`config.mk`:
```
export PLATFORM = sky130hd
export DESIGN_NAME = t03_dpu_sprite_render
export DESIGN_NICKNAME = d
export VERILOG_FILES = /design/src/rtl/t03_dpu_pkg.sv /design/src/rtl/t03_dpu_flash.sv /design/src/rtl/t03_dpu_sprite_render.sv
export SDC_FILE = /design/constraint.sdc
export NUM_CORES = 1
export LEC_CHECK = 0
export ABC_AREA = 1
export BUFFER_PORTS_ARGS = -buffer_cell sky130_fd_sc_hd__buf_2
export CORE_UTILIZATION = 50
export CTS_CLUSTER_SIZE = 25
export DETAILED_ROUTE_END_ITERATION = 10
export MAX_ROUTING_LAYER = met4
export PLACE_DENSITY_LB_ADDON = 0.05
export SYNTH_ARGS = -nofsm -noshare
export SYNTH_HDL_FRONTEND = slang
export SYNTH_HIERARCHICAL = 1
export SYNTH_SLANG_ARGS = --single-unit
```
`constraint.sdc`:
```
create_clock -name clk -period 3.6 [get_ports clk]
set_input_delay 0.18 -clock clk [delete_from_list [all_inputs] [get_ports clk]]
set_output_delay 0.18 -clock clk [all_outputs]
set_load 0.02 [all_outputs]
```
`src/rtl/t03_dpu_pkg.sv`:
```
// Shared types, geometry constants, RGB332 palette and hit-test helpers for the sprite renderer.
package t03_dpu_pkg;

    localparam int POS_SHIFT = 1;
    localparam int SPR_W     = 16;
    localparam int SPR_H     = 32;
    localparam int ATK_W     = 12;
    localparam int GROUND_Y  = 400;
    localparam int HB_Y      = 8;
    localparam int HB_H      = 8;
    localparam int HB_SEG    = 8;
    localparam int HB_X0     = 16;
    localparam int H_ACT     = 640;
    localparam int FLASH_FR  = 8;

    typedef enum logic [2:0] {
        GS_TITLE = 3'd0,
        GS_FIGHT = 3'd1,
        GS_P1WIN = 3'd2,
        GS_P2WIN = 3'd3
    } game_state_t;

    typedef enum logic [1:0] {
        PS_IDLE   = 2'd0,
        PS_MOVE   = 2'd1,
        PS_ATTACK = 2'd2,
        PS_BLOCK  = 2'd3
    } player_state_t;

    localparam logic [7:0] TITLE  = 8'h4B;
    localparam logic [7:0] P1_WIN = 8'hE0;
    localparam logic [7:0] P2_WIN = 8'h03;
    localparam logic [7:0] SKY    = 8'h5F;
    localparam logic [7:0] GROUND = 8'h8C;
    localparam logic [7:0] BAR    = 8'h1C;
    localparam logic [7:0] ATK    = 8'hF0;
    localparam logic [7:0] BLOCK  = 8'h92;
    localparam logic [7:0] WHITE  = 8'hFF;
    localparam logic [7:0] BLACK  = 8'h00;

    // Index 0 is the rightmost entry.
    localparam logic [3:0][7:0] PAL1 = {8'hA0, 8'hE8, 8'hE4, 8'hC0};
    localparam logic [3:0][7:0] PAL2 = {8'h0F, 8'h0B, 8'h17, 8'h13};

    typedef struct packed {
        game_state_t   gs;
        player_state_t p1_st;
        player_state_t p2_st;
        logic [3:0]    p1_hp;
        logic [3:0]    p2_hp;
        logic [10:0]   x1;
        logic [10:0]   y1;
        logic [10:0]   x2;
        logic [10:0]   y2;
        logic          p1_left;
        logic          p2_left;
    } shadow_t;

    typedef struct packed {
        logic          valid;
        game_state_t   gs;
        player_state_t p1_st;
        player_state_t p2_st;
        logic          p1_white;
        logic          p2_white;
        logic          p1_atk;
        logic          p1_body;
        logic          p2_atk;
        logic          p2_body;
        logic          bar;
        logic          ground;
    } hit_t;

    function automatic logic signed [11:0] screen_pos(input logic [10:0] c);
        logic [11:0] t;
        t = {1'b0, c};
        return signed'(t << POS_SHIFT);
    endfunction

    function automatic logic in_range(input logic signed [11:0] v, lo, hi);
        return (v >= lo) && (v < hi);
    endfunction

    function automatic logic body_hit(input logic signed [11:0] h, v, px, py);
        return in_range(h, px, px + 12'(SPR_W)) && in_range(v, py, py + 12'(SPR_H));
    endfunction

    // A left-facing box near the screen edge clamps at column 0 instead of wrapping.
    function automatic logic atk_hit(input logic signed [11:0] h, v, px, py, input logic left);
        logic signed [11:0] lo;
        logic signed [11:0] hi;
        if (left) begin
            lo = px - 12'(ATK_W);
            hi = px;
        end else begin
            lo = px + 12'(SPR_W);
            hi = lo + 12'(ATK_W);
        end
        if (lo < 0) lo = '0;
        return in_range(h, lo, hi) && in_range(v, py + 12'(SPR_H / 4), py + 12'(SPR_H / 2));
    endfunction

endpackage

```
`src/rtl/t03_dpu_flash.sv`:
```
// Per-player damage flash: remembers last frame's health and runs a frame down-counter on a drop.
module t03_dpu_flash
    import t03_dpu_pkg::*;
(
    input  logic       clk,
    input  logic       rst,
    input  logic       frame_start_i,
    input  logic [3:0] health_i,
    output logic       white_o
);

    logic [3:0] prev_q, prev_d;
    logic [3:0] cnt_q, cnt_d;

    always_comb begin
        prev_d = prev_q;
        cnt_d  = cnt_q;
        if (frame_start_i) begin
            prev_d = health_i;
            if (health_i < prev_q) begin
                cnt_d = 4'(FLASH_FR);
            end else if (cnt_q != 4'd0) begin
                cnt_d = cnt_q - 4'd1;
            end
        end
    end

    always_ff @(posedge clk or posedge rst) begin
        if (rst) begin
            prev_q <= 4'd0;
            cnt_q  <= 4'd0;
        end else begin
            prev_q <= prev_d;
            cnt_q  <= cnt_d;
        end
    end

    // Blink pattern: white only while bit 1 of the counter is set.
    assign white_o = (cnt_q != 4'd0) && cnt_q[1];

endmodule

```
`src/rtl/t03_dpu_sprite_render.sv`:
```
// Pixel colour stage: per-frame shadow of game state, hit tests, two-stage pipe and priority mux.
module t03_dpu_sprite_render
    import t03_dpu_pkg::*;
(
    input  logic        clk,
    input  logic        rst,
    input  logic [2:0]  gameState,
    input  logic [1:0]  p1State,
    input  logic [1:0]  p2State,
    input  logic [3:0]  p1health,
    input  logic [3:0]  p2health,
    input  logic [10:0] x1,
    input  logic [10:0] y1,
    input  logic [10:0] x2,
    input  logic [10:0] y2,
    input  logic        p1Left,
    input  logic        p2Left,
    input  logic        frame_start,
    input  logic [10:0] hcount,
    input  logic [10:0] vcount,
    input  logic        pix_valid,
    output logic [7:0]  rgb_out,
    output logic        rgb_valid
);

    shadow_t    shadow_q, shadow_d;
    hit_t       hit_q, hit_d;
    logic [7:0] rgb_q, rgb_d;
    logic       valid_q;
    logic       p1_white, p2_white;

    // Game inputs only land in the shadow at vblank, so a frame never tears.
    always_comb begin
        shadow_d = shadow_q;
        if (frame_start) begin
            shadow_d.gs      = game_state_t'(gameState);
            shadow_d.p1_st   = player_state_t'(p1State);
            shadow_d.p2_st   = player_state_t'(p2State);
            shadow_d.p1_hp   = p1health;
            shadow_d.p2_hp   = p2health;
            shadow_d.x1      = x1;
            shadow_d.y1      = y1;
            shadow_d.x2      = x2;
            shadow_d.y2      = y2;
            shadow_d.p1_left = p1Left;
            shadow_d.p2_left = p2Left;
        end
    end

    t03_dpu_flash u_flash1 (
        .clk           (clk),
        .rst           (rst),
        .frame_start_i (frame_start),
        .health_i      (p1health),
        .white_o       (p1_white)
    );

    t03_dpu_flash u_flash2 (
        .clk           (clk),
        .rst           (rst),
        .frame_start_i (frame_start),
        .health_i      (p2health),
        .white_o       (p2_white)
    );

    logic signed [11:0] h_s, v_s, p1_x, p1_y, p2_x, p2_y, p1_len, p2_len;
    logic               bar_rows;

    assign h_s      = signed'({1'b0, hcount});
    assign v_s      = signed'({1'b0, vcount});
    assign p1_x     = screen_pos(shadow_q.x1);
    assign p1_y     = screen_pos(shadow_q.y1);
    assign p2_x     = screen_pos(shadow_q.x2);
    assign p2_y     = screen_pos(shadow_q.y2);
    assign p1_len   = signed'(12'(shadow_q.p1_hp) * 12'(HB_SEG));
    assign p2_len   = signed'(12'(shadow_q.p2_hp) * 12'(HB_SEG));
    assign bar_rows = in_range(v_s, 12'(HB_Y), 12'(HB_Y + HB_H));

    // Stage 1 input: hit flags plus everything the colour mux needs from the current shadow.
    always_comb begin
        hit_d          = '0;
        hit_d.valid    = pix_valid;
        hit_d.gs       = shadow_q.gs;
        hit_d.p1_st    = shadow_q.p1_st;
        hit_d.p2_st    = shadow_q.p2_st;
        hit_d.p1_white = p1_white;
        hit_d.p2_white = p2_white;
        hit_d.p1_body  = body_hit(h_s, v_s, p1_x, p1_y);
        hit_d.p2_body  = body_hit(h_s, v_s, p2_x, p2_y);
        hit_d.p1_atk   = (shadow_q.p1_st == PS_ATTACK) &&
                         atk_hit(h_s, v_s, p1_x, p1_y, shadow_q.p1_left);
        hit_d.p2_atk   = (shadow_q.p2_st == PS_ATTACK) &&
                         atk_hit(h_s, v_s, p2_x, p2_y, shadow_q.p2_left);
        hit_d.bar      = bar_rows &&
                         (in_range(h_s, 12'(HB_X0), 12'(HB_X0) + p1_len) ||
                          in_range(h_s, 12'(H_ACT - HB_X0) - p2_len, 12'(H_ACT - HB_X0)));
        hit_d.ground   = v_s >= 12'(GROUND_Y);
    end

    // Stage 2 input: priority mux, forced to zero for blank pixels.
    always_comb begin
        rgb_d = BLACK;
        case (hit_q.gs)
            GS_TITLE: rgb_d = TITLE;
            GS_P1WIN: rgb_d = P1_WIN;
            GS_P2WIN: rgb_d = P2_WIN;
            GS_FIGHT: begin
                if (hit_q.p1_atk)        rgb_d = ATK;
                else if (hit_q.p1_body)  rgb_d = hit_q.p1_white ? WHITE :
                                                 (hit_q.p1_st == PS_BLOCK) ? BLOCK : PAL1[hit_q.p1_st];
                else if (hit_q.p2_atk)   rgb_d = ATK;
                else if (hit_q.p2_body)  rgb_d = hit_q.p2_white ? WHITE :
                                                 (hit_q.p2_st == PS_BLOCK) ? BLOCK : PAL2[hit_q.p2_st];
                else if (hit_q.bar)      rgb_d = BAR;
                else if (hit_q.ground)   rgb_d = GROUND;
                else                     rgb_d = SKY;
            end
            default: rgb_d = BLACK;
        endcase
        if (!hit_q.valid) rgb_d = BLACK;
    end

    always_ff @(posedge clk or posedge rst) begin
        if (rst) begin
            shadow_q <= '0;
            hit_q    <= '0;
            rgb_q    <= 8'h00;
            valid_q  <= 1'b0;
        end else begin
            shadow_q <= shadow_d;
            hit_q    <= hit_d;
            rgb_q    <= rgb_d;
            valid_q  <= hit_q.valid;
        end
    end

    assign rgb_out   = rgb_q;
    assign rgb_valid = valid_q;

endmodule

```
# --- Yosys cells after proc, flatten, opt, wreduce, memory -nomap -nowiden ---
# Index checks and enable logic that the tools add are counted.
op_classes:
  n_eq_ne: 7
  mux: 26
  order_cmp: 29
  n_reduce_logical: 28
  add_sub_neg: 16
ops:
  columns: ["operator", "n"]
  rows:
  - ["8-bit 2-to-1 mux", 13]
  - ["12-bit greater-or-equal comparator", 8]
  - ["12-bit < comparator", 8]
  - ["12-bit 2-to-1 mux", 6]
  - ["12-bit by 5-bit adder with 12-bit output (second input constant)", 4]
  - ["12-bit by 6-bit adder with 12-bit output (second input constant)", 4]
  - ["8-bit binary-select mux with 2-bit select", 2]
  - ["8-bit one-hot mux with 4 select lines", 1]
  - ["12-bit by 7-bit adder with 12-bit output (second input constant)", 2]
  - ["12-bit by 1-bit < comparator with 1-bit output (second input constant)", 2]
  - ["12-bit by 5-bit subtractor with 12-bit output (second input constant)", 2]
  - ["1-bit logical AND", 20]
  - ["4-bit 2-to-1 mux", 4]
  - ["12-bit by 11-bit greater-or-equal comparator with 1-bit output", 1]
  - ["11-bit by 4-bit greater-or-equal comparator with 1-bit output (second input constant)", 1]
  - ["11-bit by 5-bit greater-or-equal comparator with 1-bit output (second input constant)", 1]
  - ["11-bit by 9-bit greater-or-equal comparator with 1-bit output (second input constant)", 1]
  - ["11-bit by 10-bit < comparator with 1-bit output (second input constant)", 1]
  - ["11-bit by 5-bit < comparator with 1-bit output (second input constant)", 1]
  - ["11-bit by 8-bit < comparator with 1-bit output", 1]
  - ["10-bit by 7-bit subtractor with 11-bit output (first input constant)", 1]
  - ["5-bit by 7-bit adder with 8-bit output (first input constant)", 1]
  - ["2-bit == test (second input constant)", 4]
  - ["4-bit < comparator", 2]
  - ["other kinds (9)", 15]
totals:
  wordCells: 133
  register_bits: 94

# --- Depth between registers and ports, before layout ---
# Gate-level depths: netlist of run 1.
logic_depth:
  ltp_word: 10
  mapped_depth: 21
  ltp_nobuf: 21

# --- Modules after synthesis ---
# Netlist of run 1, hierarchy kept.
by_module_without_submodules:
  columns: ["module", "area_per_inst_um2", "seq_area_each_um2", "cells_each", "n_inst"]
  rows:
  - ["t03_dpu_sprite_render", 8896.0, 2152.1, 1236, 1]
  - ["t03_dpu_flash", 509.2, 200.2, 65, 2]

# --- Least setup slack after synthesis of run 1 ---
# Ideal clock, no wire load.
synth_timing:
  kind: "flip-flop to flip-flop"
  startpoint: "register shadow_q (netlist bit p2_x[4])"
  endpoint: "register hit_q[3] (netlist name)"
  required_time_ns: 3.529
  synth_period_minus_slack_ns: 2.515
  path_stages_with_launch: 19
  t_arrival_ns: 2.444
  n_path_buf: 0
  path_slack_ns: 1.085
  setup_ns: 0.071
  cell_sequence: "dfrtp_1 inv_1 ha_1 nand2_1 nand2_1 nor4_1 nand2_1 xor2_1 o21ai_0 nand2_1 ha_1 nand2_1 nor2_1 o211ai_1 nand3_1 nor2_1 a21oi_1 nand2_1 nor2_1"
synth_rtl:
  columns: ["element", "line", "text"]
  rows:
  - ["from (decl)", "t03_dpu_sprite_render.sv:26", "shadow_t shadow_q, shadow_d;"]
  - ["from (signal assigned)", "t03_dpu_sprite_render.sv:130", "shadow_q <= shadow_d;"]
  - ["to (signal assigned)", "t03_dpu_sprite_render.sv:131", "hit_q <= hit_d;"]
  - ["to (decl)", "t03_dpu_sprite_render.sv:27", "hit_t hit_q, hit_d;"]

==> results of run 1 <==
[where the power goes]
part           switching [mW]  total (mW)  internal [mW]  leakage (nW)
clock network           0.510       0.996          0.486         0.134
registers               0.131        1.41           1.28          1.25
logic                    1.02        1.64          0.618          4.33
[cell usage after synthesis, types with 4 or more instances]
cell and instances:
clkinv_1 5, ha_1 177, o21ai_0 96, inv_2 9, xnor2_1 10, nand2_4 7
xor2_1 27, a21oi_1 82, nor2_2 4, nand3_2 4, a21o_1 9, o21ai_1 12
buf_2 7, nand4_1 21, or2_2 4, nor4_1 7, dfrtp_1 102, nor3b_1 4
nor3_1 21, mux2_2 11, clkbuf_1 16, a31oi_1 6, nand2_2 10, nand2_1 345
inv_1 155, nand3_1 76, nor2_1 104
[routing by layer]
layer	vias to the layer above	global-route usage, %	routed length (µm)
met1	4160	35.85	12150
met4	0	7.244	423
met3	33	3.421	1173
met5	-	-	0
li1	4709	-	-
met2	215	45.23	11880
[worst max-delay path: stages (launching register included)]
cell and delay (ns):
dfrtp_1 0.48, inv_1 0.19, ha_1 0.23, nand2_1 0.06, nand2_1 0.06, nor4_1 0.24, nand2_1 0.11, xor2_1 0.15
o21ai_0 0.17, nand2_1 0.09, ha_1 0.29, nand2_1 0.11, nor2_1 0.17, o211ai_1 0.11, nand3_1 0.09, nor2_1 0.04
a21oi_1 0.12, nand2_1 0.06, nor2_1 0.11
[stage by stage]
step / hold WS (ns) / setup WS (ns)
2_1_floorplan: -0.004342 / 1.085
3_3_place_gp: 0.1675 / 0.8286
3_5_place_dp: 0.1694 / 0.7103
4_1_cts: 0.007560 / 0.6703
5_1_grt: 0.01288 / 0.2758
6_report: 0.01208 / 0.6486
[logic make-up (layout without fill, tap and decap cells)]
| family | count (synthesis) | after routing | share of synthesized area (%) |
|---|---|---|---|
| adders and majority gates | 177 | 177 | 22.34 |
| AOI/OAI and AO/OA | 229 | 229 | 12.65 |
| xor gates and xnor gates | 39 | 39 | 3.597 |
| buffers and inverters | 195 | 287 | 7.509 |
| muxes | 11 | 11 | 1.249 |
| DFF | 102 | 102 | 25.74 |
| and+or+nand+nor | 613 | 613 | 26.92 |
[state kept, by name, summed over array words and instances, names as in the netlist]
register	cells
hit_d	7
hit_q	16
p1_x	11
p1_y	11
p2_x	11
p2_y	11
rgb_out	8
rgb_valid	1
shadow_q	10
u_flash1/cnt_q	4
u_flash1/prev_q	4
u_flash2/cnt_q	4
u_flash2/prev_q	4
[layout make-up]
class | count | share of cell area [%]
multi-input combinational | 1069 | 60.36
clock inverter | 7 | 0.5935
timing repair buffer | 102 | 4.885
clock buffer | 9 | 2.054
inverter | 169 | 5.798
tap | 265 | 3.024
sequential | 102 | 23.28
[final timing paths]
kind,start,cells past startpoint,end,slack (ns)
max in group asynchronous,rst,4,rgb_out[0],2.24
worst max register to register,p2_x[4],18,hit_q[3],0.65
worst max-delay path,p2_x[4],18,hit_q[3],0.65
worst min register to register,hit_d[13],0,hit_q[13],0.37
min in group asynchronous,rst,3,u_flash1/prev_q[0],0.33
worst min-delay path,y1[2],3,p1_y[3],0.01
==> metrics, run 1 <==
final worst-path cycle share=81.98%; max-cap violations=0; CTS tree=built; GP Congestion=0.9570; skew final=0.01225 ns; total routed wirelength=25.63 mm; area of the multi-input gates=0.006618 mm²; Worst-Skew Late Latency=0.37 ns; CP required=about 3.9 ns; endpoints failing setup=0; number of post-CTS setup repair buffers=0; Fmax=0.3388 GHz; Die Y=roughly 140 µm; Non-Filler Instances=1723; critical path startpoint category=flip-flop; Mapped Nets=roughly 1600; setup TNS=0 ns; top_reg_cell synth=dfrtp_1; Filler cells=1891; Reg clk slew, reported paths=around 0.080 ns; WL/cell=14.87 µm; initial detailed-routing violation count=429; clock tree sinks=about 100; crit path time final=2.951 ns; CTS buffer count=9; Antenna diodes=0; synthesized flop and latch total=between 100 and 150; clk buf depth=2; register area=0.002552 mm²; Seq/Total Area, Yosys=about a quarter; Leak=5.715 nW; hold buffer count at cts=2; pwr dens=about 370 mW/mm²; Chip Width=roughly 140 µm; post-route cell area=0.01096 mm²; commonest non-fill, non-tap cells in the layout=nand2_1, ha_1, inv_1, nor2_1, dfrtp_1; Rel. slew slack=29.95%; Post-synth EDFFs=0; Peak VDD IR=0.2744 mV; initial antenna violation count=0; Synth Warn #=6; row count=51; fraction of registers with async set/reset=100.0%; Yosys top cell by area=dfrtp_1; Initial Util=50.94%; Total Power=~4.0 mW; Fin. Hold Viols=0; Slew @ Worst Pin=roughly 1.1 ns; crit path kind=reg -> reg; Post-Syn Area per Cell=approximately 7.3 µm²; DR vias=9117; Core ar.=0.01946 mm²; Syn Inst Count=1366; Cell Area, Synth=between 0.009 and 0.01 mm²; die area=0.02040 mm²; clk root buf=clkbuf_16; crit path capture type=flip-flop; Slew Viols, Final=0; GRT overflow=0; # DRC=0; Post-layout nets=1717; Post-CTS Resized=0; port bufs=95; Max FO, Critical Path=7; antenna-violating nets left=0; first-pass GRT wire length=42.67 mm; top cell type's share of synthesized area=25.74%; commonest non-fill, non-tap cell in the layout=nand2_1; pin count of the biggest net entering global routing=104; Tightest Hold Check Type=in -> reg; via-per-instance ratio=~5.3; drt first pass iters=7; I/O pin count=96; Synth-to-Final Area Change=10.58%; worst endpoint data arrival time=3.25 ns; RSZ-0062 raised after global routing=no; Final HPWL DP=around 20 mm; dpl cells=between 1500 and 2000; outcome=finished clean; Placed Instance Area=0.01065 mm²; Util after Layout=56.33%; share of post-route cells with drive strength above 1=12.21%; H-tree depth=3; vias in the first global route=between 8000 and 9000; All-Layer GR Usage=27.57%; Synth cell types=46; synth top area cells=dfrtp_1, ha_1, nand2_1
No activity file was read; power rests on OpenSTA's default activity.
==> run 2: changes to the inputs <==
==> constraint.sdc (replaced) <==
create_clock -name clk -period 3 [get_ports clk]
set_input_delay 0.15 -clock clk [delete_from_list [all_inputs] [get_ports clk]]
set_output_delay 0.15 -clock clk [all_outputs]
set_load 0.02 [all_outputs]
==> metrics, run 2 (same netlist as run 1, synthesis figures left out) <==
WL/cell=14.72 µm (-1.0%); vias in the first global route=8620 (-0.61%); crit path kind=reg -> reg; outcome=finished clean; Non-Filler Instances=1743 (+1.2%); Fin. Hold Viols=0 (unchanged); first-pass GRT wire length=42.05 mm (-1.5%); pwr dens=436.6 mW/mm² (+18%); CTS tree=built; Util after Layout=57.64% (+1.3 points); skew final=0.007820 ns (-0.004434 ns); share of post-route cells with drive strength above 1=13.26% (+1.1 points); initial detailed-routing violation count=498 (+16%); Reg clk slew, reported paths=0.08 ns (about the same); largest reg by FF count=hit_q; GRT overflow=0 (unchanged); crit path time final=2.705 ns (-0.2468 ns); Fmax=0.3697 GHz (+9.1%); Chip Width=142.8 µm (unchanged); initial antenna violation count=0 (unchanged); drt first pass iters=5 (-2); worst endpoint data arrival time=2.99 ns (-0.26 ns); Core ar.=0.01946 mm² (unchanged); clk buf depth=2 (unchanged); Filler cells=1925 (+1.8%); via-per-instance ratio=5.261 (-0.57%); All-Layer GR Usage=27.08% (-0.50 points); clock tree sinks=102 (unchanged); Leak=5.808 nW (+1.6%); H-tree depth=3 (unchanged); DR vias=9170 (+0.58%); GP Congestion=0.8777 (-8.3%); Initial Util=50.94% (unchanged); Tightest Hold Check Type=in -> reg; Max FO, Critical Path=6 (-1); Peak VDD IR=0.3110 mV (+13%); CP required=3.29 ns (-0.60 ns); max reg flops=16 (unchanged); I/O pin count=96 (unchanged); port bufs=95 (unchanged); Hold Slack=0.008257 ns (-0.003828 ns); Post-layout nets=1737 (+1.2%); Rel. slew slack=38.98% (+9.0 points); max-cap violations=0 (unchanged); final worst-path cycle share=90.15% (+8.2 points); # DRC=0 (unchanged); crit path capture type=flip-flop; Antenna diodes=0 (unchanged); critical path startpoint category=flip-flop; die area=0.02040 mm² (unchanged); Synth-to-Final Area Change=13.15%; Die Y=142.8 µm (unchanged); setup TNS=0 ns (unchanged); endpoints failing setup=0 (unchanged); clk root buf=clkbuf_16; Worst-Skew Late Latency=0.36 ns (about the same); dpl cells=1708 (+0.18%); antenna-violating nets left=0 (unchanged); Slew @ Worst Pin=0.9153 ns (-0.1355 ns); commonest non-fill, non-tap cell in the layout=nand2_1; total routed wirelength=25.66 mm (+0.12%); pin count of the biggest net entering global routing=106 (+1.9%); commonest non-fill, non-tap cells in the layout=nand2_1, ha_1, inv_1, nor2_1, dfrtp_1; Slew Viols, Final=0 (unchanged); CTS buffer count=9 (unchanged); row count=51 (unchanged); Final HPWL DP=20.12 mm (+0.24%)
## run 2: changes by cell type in the layout (fill, tap and decap cells not counted), moves of 3 or more
| cell | delta |
|---|---|
| dlygate4sd3_1 | +15 |
| buf_4 | +3 |
| inv_2 | +4 |
| dfrtp_1 | -4 |
| inv_1 | -4 |
| dfrtp_2 | +4 |
## run 2: path summary, 6_finish.rpt
path,end,startpoint,cells past startpoint,slack (ns)
max in group asynchronous,p2_x[11],rst,4,1.67
min in group asynchronous,u_flash2/cnt_q[3],rst,3,0.31
worst min-delay path,p2_x[8],x2[7],3,0.008
worst min register to register,hit_q[9],hit_d[9],0,0.38
worst max register to register,hit_q[3],p2_x[5],18,0.30
worst max-delay path,hit_q[3],p2_x[5],18,0.30
## run 2: what timing repair did
action	4_1_cts	5_1_grt
resized for setup	0	16
endpoints found under the hold margin	32	0
hold buffers	17	0
buffers inserted	0	1
setup endpoints to repair	0	2
## run 2: area by class of cell
| class | count | area [µm²] | share of cell area [%] |
|---|---|---|---|
| Sequential cell | 102 | 2557 | 22.80 |
| Tap cell | 265 | 331.6 | 2.956 |
| Inverter | 169 | 635.6 | 5.666 |
| Clock buffer | 9 | 225.2 | 2.008 |
| Timing Repair Buffer | 121 | 728.2 | 6.491 |
| Clock inverter | 7 | 66.31 | 0.5911 |
| Multi-Input combinational cell | 1069 | 6669 | 59.45 |
| Timing Repair inverter | 1 | 5.005 | 0.04461 |
## run 2: routing by layer
metal	track usage [%]	vias up	routed length (µm)
met5	-	-	0
met4	7.187	0	525
met3	2.985	36	932
met2	44.04	191	11850
met1	35.72	4194	12350
li1	-	4749	-
## run 2: critical path, cell delays in order (launching register included)
cell	delay, ns
dfrtp_2	0.42
inv_1	0.11
ha_1	0.19
nand2_1	0.06
nand2_1	0.08
nor4_2	0.21
nand2_1	0.10
xor2_1	0.15
o21ai_0	0.21
nand2_1	0.08
ha_1	0.29
nand2_1	0.09
nor2_1	0.14
o211ai_1	0.10
nand3_1	0.09
nor2_1	0.05
a21oi_1	0.11
nand2_1	0.06
nor2_1	0.09
## run 2: where the power goes
group,switching [mW],total (mW),internal [mW]
logic,1.24,2.02,0.771
clock network,0.605,1.19,0.585
registers,0.152,1.69,1.54
## run 2: metrics by stage
stage	instance area [µm²]	worst slack, ns	power, mW
after floorplan	9915	0.4849	3.136
after global placement	10690	0.2283	3.653
after detailed placement	10690	0.2329	3.691
after CTS	11150	0.2027	4.922
after global routing	11220	-0.01416	5.318
final	11220	0.2955	4.897
==> run 3: changes to the inputs <==
--- a/config.mk
+++ b/config.mk
@@ -7,7 +7,9 @@
 export LEC_CHECK = 0
 export ABC_AREA = 1
 export BUFFER_PORTS_ARGS = -buffer_cell sky130_fd_sc_hd__buf_2
-export CORE_UTILIZATION = 50
+export CELL_PAD_IN_SITES_DETAIL_PLACEMENT = 1
+export CELL_PAD_IN_SITES_GLOBAL_PLACEMENT = 2
+export CORE_UTILIZATION = 35
 export CTS_CLUSTER_SIZE = 25
 export DETAILED_ROUTE_END_ITERATION = 10
 export MAX_ROUTING_LAYER = met4
==> metrics, run 3 (same netlist as run 1, synthesis figures left out) <==
row count=61 (+20%); commonest non-fill, non-tap cells in the layout=nand2_1, ha_1, inv_1, nor2_1, dfrtp_1; Slew @ Worst Pin=0.6494 ns (-0.2659 ns); crit path time final=2.734 ns (+0.02929 ns); commonest non-fill, non-tap cell in the layout=nand2_1; Critical Path Start=p2_x[5]; Synth-to-Final Area Change=16.76%; worst endpoint data arrival time=3.04 ns (+0.05 ns); Chip Width=170.3 µm (+19%); area of the multi-input gates=0.006636 mm² (-0.49%); skew final=0.01585 ns (+0.008032 ns); sequential power share=33.1% (-1.4 points); post-route cell area=0.01158 mm² (+3.2%); HP Start=y1[6]; via-per-instance ratio=4.946 (-6.0%); DR vias=9294 (+1.4%); worst-path cell chain=ha_1 -> or2_2 -> nand2_2 -> nor2_1 -> nand2_1 -> nand2_1 -> nand2_1 -> o21ai_0 -> ha_1 -> a21o_1 -> nor2_1 -> nand2_1 -> nand3_1 -> nand2_1 -> a21oi_1 -> nand2_1 -> nor2_1; first-pass GRT wire length=50.89 mm (+21%); crit path kind=reg -> reg; WL/cell=16.73 µm (+14%); share of post-route cells with drive strength above 1=13.19% (-0.070 points); pwr dens=444.6 mW/mm² (+1.8%); Tightest Hold Check Type=in -> reg; drt first pass iters=4 (-1); Worst-Skew Late Latency=0.37 ns (about the same); Initial Util=35.59% (-15 points); Comb power frac=40.6% (-0.6 points); CP required=3.31 ns (+0.02 ns); Rel. slew slack=56.71% (+18 points); clock tree sinks=102 (unchanged); Final HPWL DP=25.20 mm (+25%); Internal Power=3.073 mW (+6.1%); Die Y=170.3 µm (+19%); dpl ws=0.1854 ns (-0.04757 ns); Filler cells=3567 (+85%); final worst setup slack=0.2662 ns (-0.02929 ns); Hold Slack=0.004573 ns (-0.003684 ns); Antenna diodes=0 (unchanged); Placed Instance Area=0.01091 mm² (+2.0%); GP Congestion=0.8509 (-3.1%); Fin. Hold Viols=0 (unchanged); CTS tree=built; # DRC=0 (unchanged); outcome=finished clean; total routed wirelength=31.44 mm (+23%); CP peak stage delay=0.45 ns (+0.03 ns); vias in the first global route=9576 (+11%); max-cap violations=0 (unchanged); Sw Pwr=2.074 mW (+3.6%); I/O pin count=96 (unchanged); Buf/Inv on CP=0 (-1); initial antenna violation count=0 (unchanged); Leak=5.932 nW (+2.1%); largest reg by FF count=hit_q; die area=0.02900 mm² (+42%); critical path startpoint category=flip-flop; GRT overflow=0 (unchanged); max reg flops=16 (unchanged); Slew Viols, Final=0 (unchanged); Util after Layout=41.55% (-16 points); Post-layout nets=1760 (+1.3%); Core ar.=0.02786 mm² (+43%); register area=0.002556 mm² (about the same); RSZ-0062 raised after global routing=yes; Fmax=0.3658 GHz (-1.1%); Total Power=5.147 mW (+5.1%); switch share=40.30% (-0.57 points); port bufs=95 (unchanged); initial detailed-routing violation count=340 (-32%); pin count of the biggest net entering global routing=50 (-53%); Reg clk slew, reported paths=0.09 ns (about the same); clock share of power=26.3% (+2.0 points); clk root buf=clkbuf_16; final worst-path cycle share=91.13% (+0.98 points); Worst R2R Start=p2_x[5]; clk buf depth=2 (unchanged); Max FO, Critical Path=6 (unchanged); CP most frequent cell=nand2_1; crit path capture type=flip-flop; CTS buffer count=9 (unchanged); Peak VDD IR=0.4322 mV (+39%); family with the most delay on the worst path=simple AND/OR/NAND/NOR gates; All-Layer GR Usage=23.39% (-3.7 points); antenna-violating nets left=0 (unchanged); H-tree depth=3 (unchanged); crit path max-delay cell type=dfrtp_1; endpoints failing setup=0 (unchanged)
## run 3: area by class of cell
class                      instances  share of cell area [%]
timing repair buffer             145                   8.171
inverter                         169                   5.502
clock buffer                       9                   1.946
clock inverter                     7                  0.8863
sequential                       102                   22.08
multi-input combinational       1069                   57.33
tap                              378                   4.086
## run 3: final timing paths
check / endpoint / slack, ns / cells past startpoint
max reg2reg: hit_q[3] / 0.27 / 17
max: hit_q[3] / 0.27 / 17
min: p1_y[7] / 0.005 / 3
min in group asynchronous: u_flash1/prev_q[0] / 0.31 / 3
min reg2reg: hit_q[13] / 0.38 / 0
max in group asynchronous: p1_x[4] / 1.80 / 4
## run 3: per-layer routing
metal	track usage, %	up-vias	share of wire, %
li1	-	4778	-
met1	29.94	4390	48
met2	39.24	104	48
met3	3.070	22	3.1
met4	4.935	0	1.3
met5	-	-	0
## run 3: worst register-to-register path: cells and delay by family, from the launching register on
family,cells,cell delay (ns)
compound gates,3,0.40
fa+ha+maj,2,0.57
flops,1,0.45
simple gates,12,1.23
## run 3: stage by stage
step	std cells	setup TNS [ns]
finish	1879	0
global route	1879	-0.03629
CTS	1878	0
detailed placement	1831	0
global placement	1831	0
floorplan	1366	0
## run 3: power groups by stage
stage	clock [mW]	sequential, mW	combinational, mW
3_5_place_dp	0	1.73	2.07
2_1_floorplan	0	1.68	1.46
6_report	1.35	1.70	2.09
4_1_cts	1.40	1.70	2.12
3_3_place_gp	0	1.73	2.02
5_1_grt	1.45	1.73	2.43
## run 3: what timing repair did
action	4_1_cts	5_1_grt
setup endpoints to repair	0	2
resized for setup	0	7
hold buffers	31	1
buffers inserted	0	0
endpoints found under the hold margin	93	1
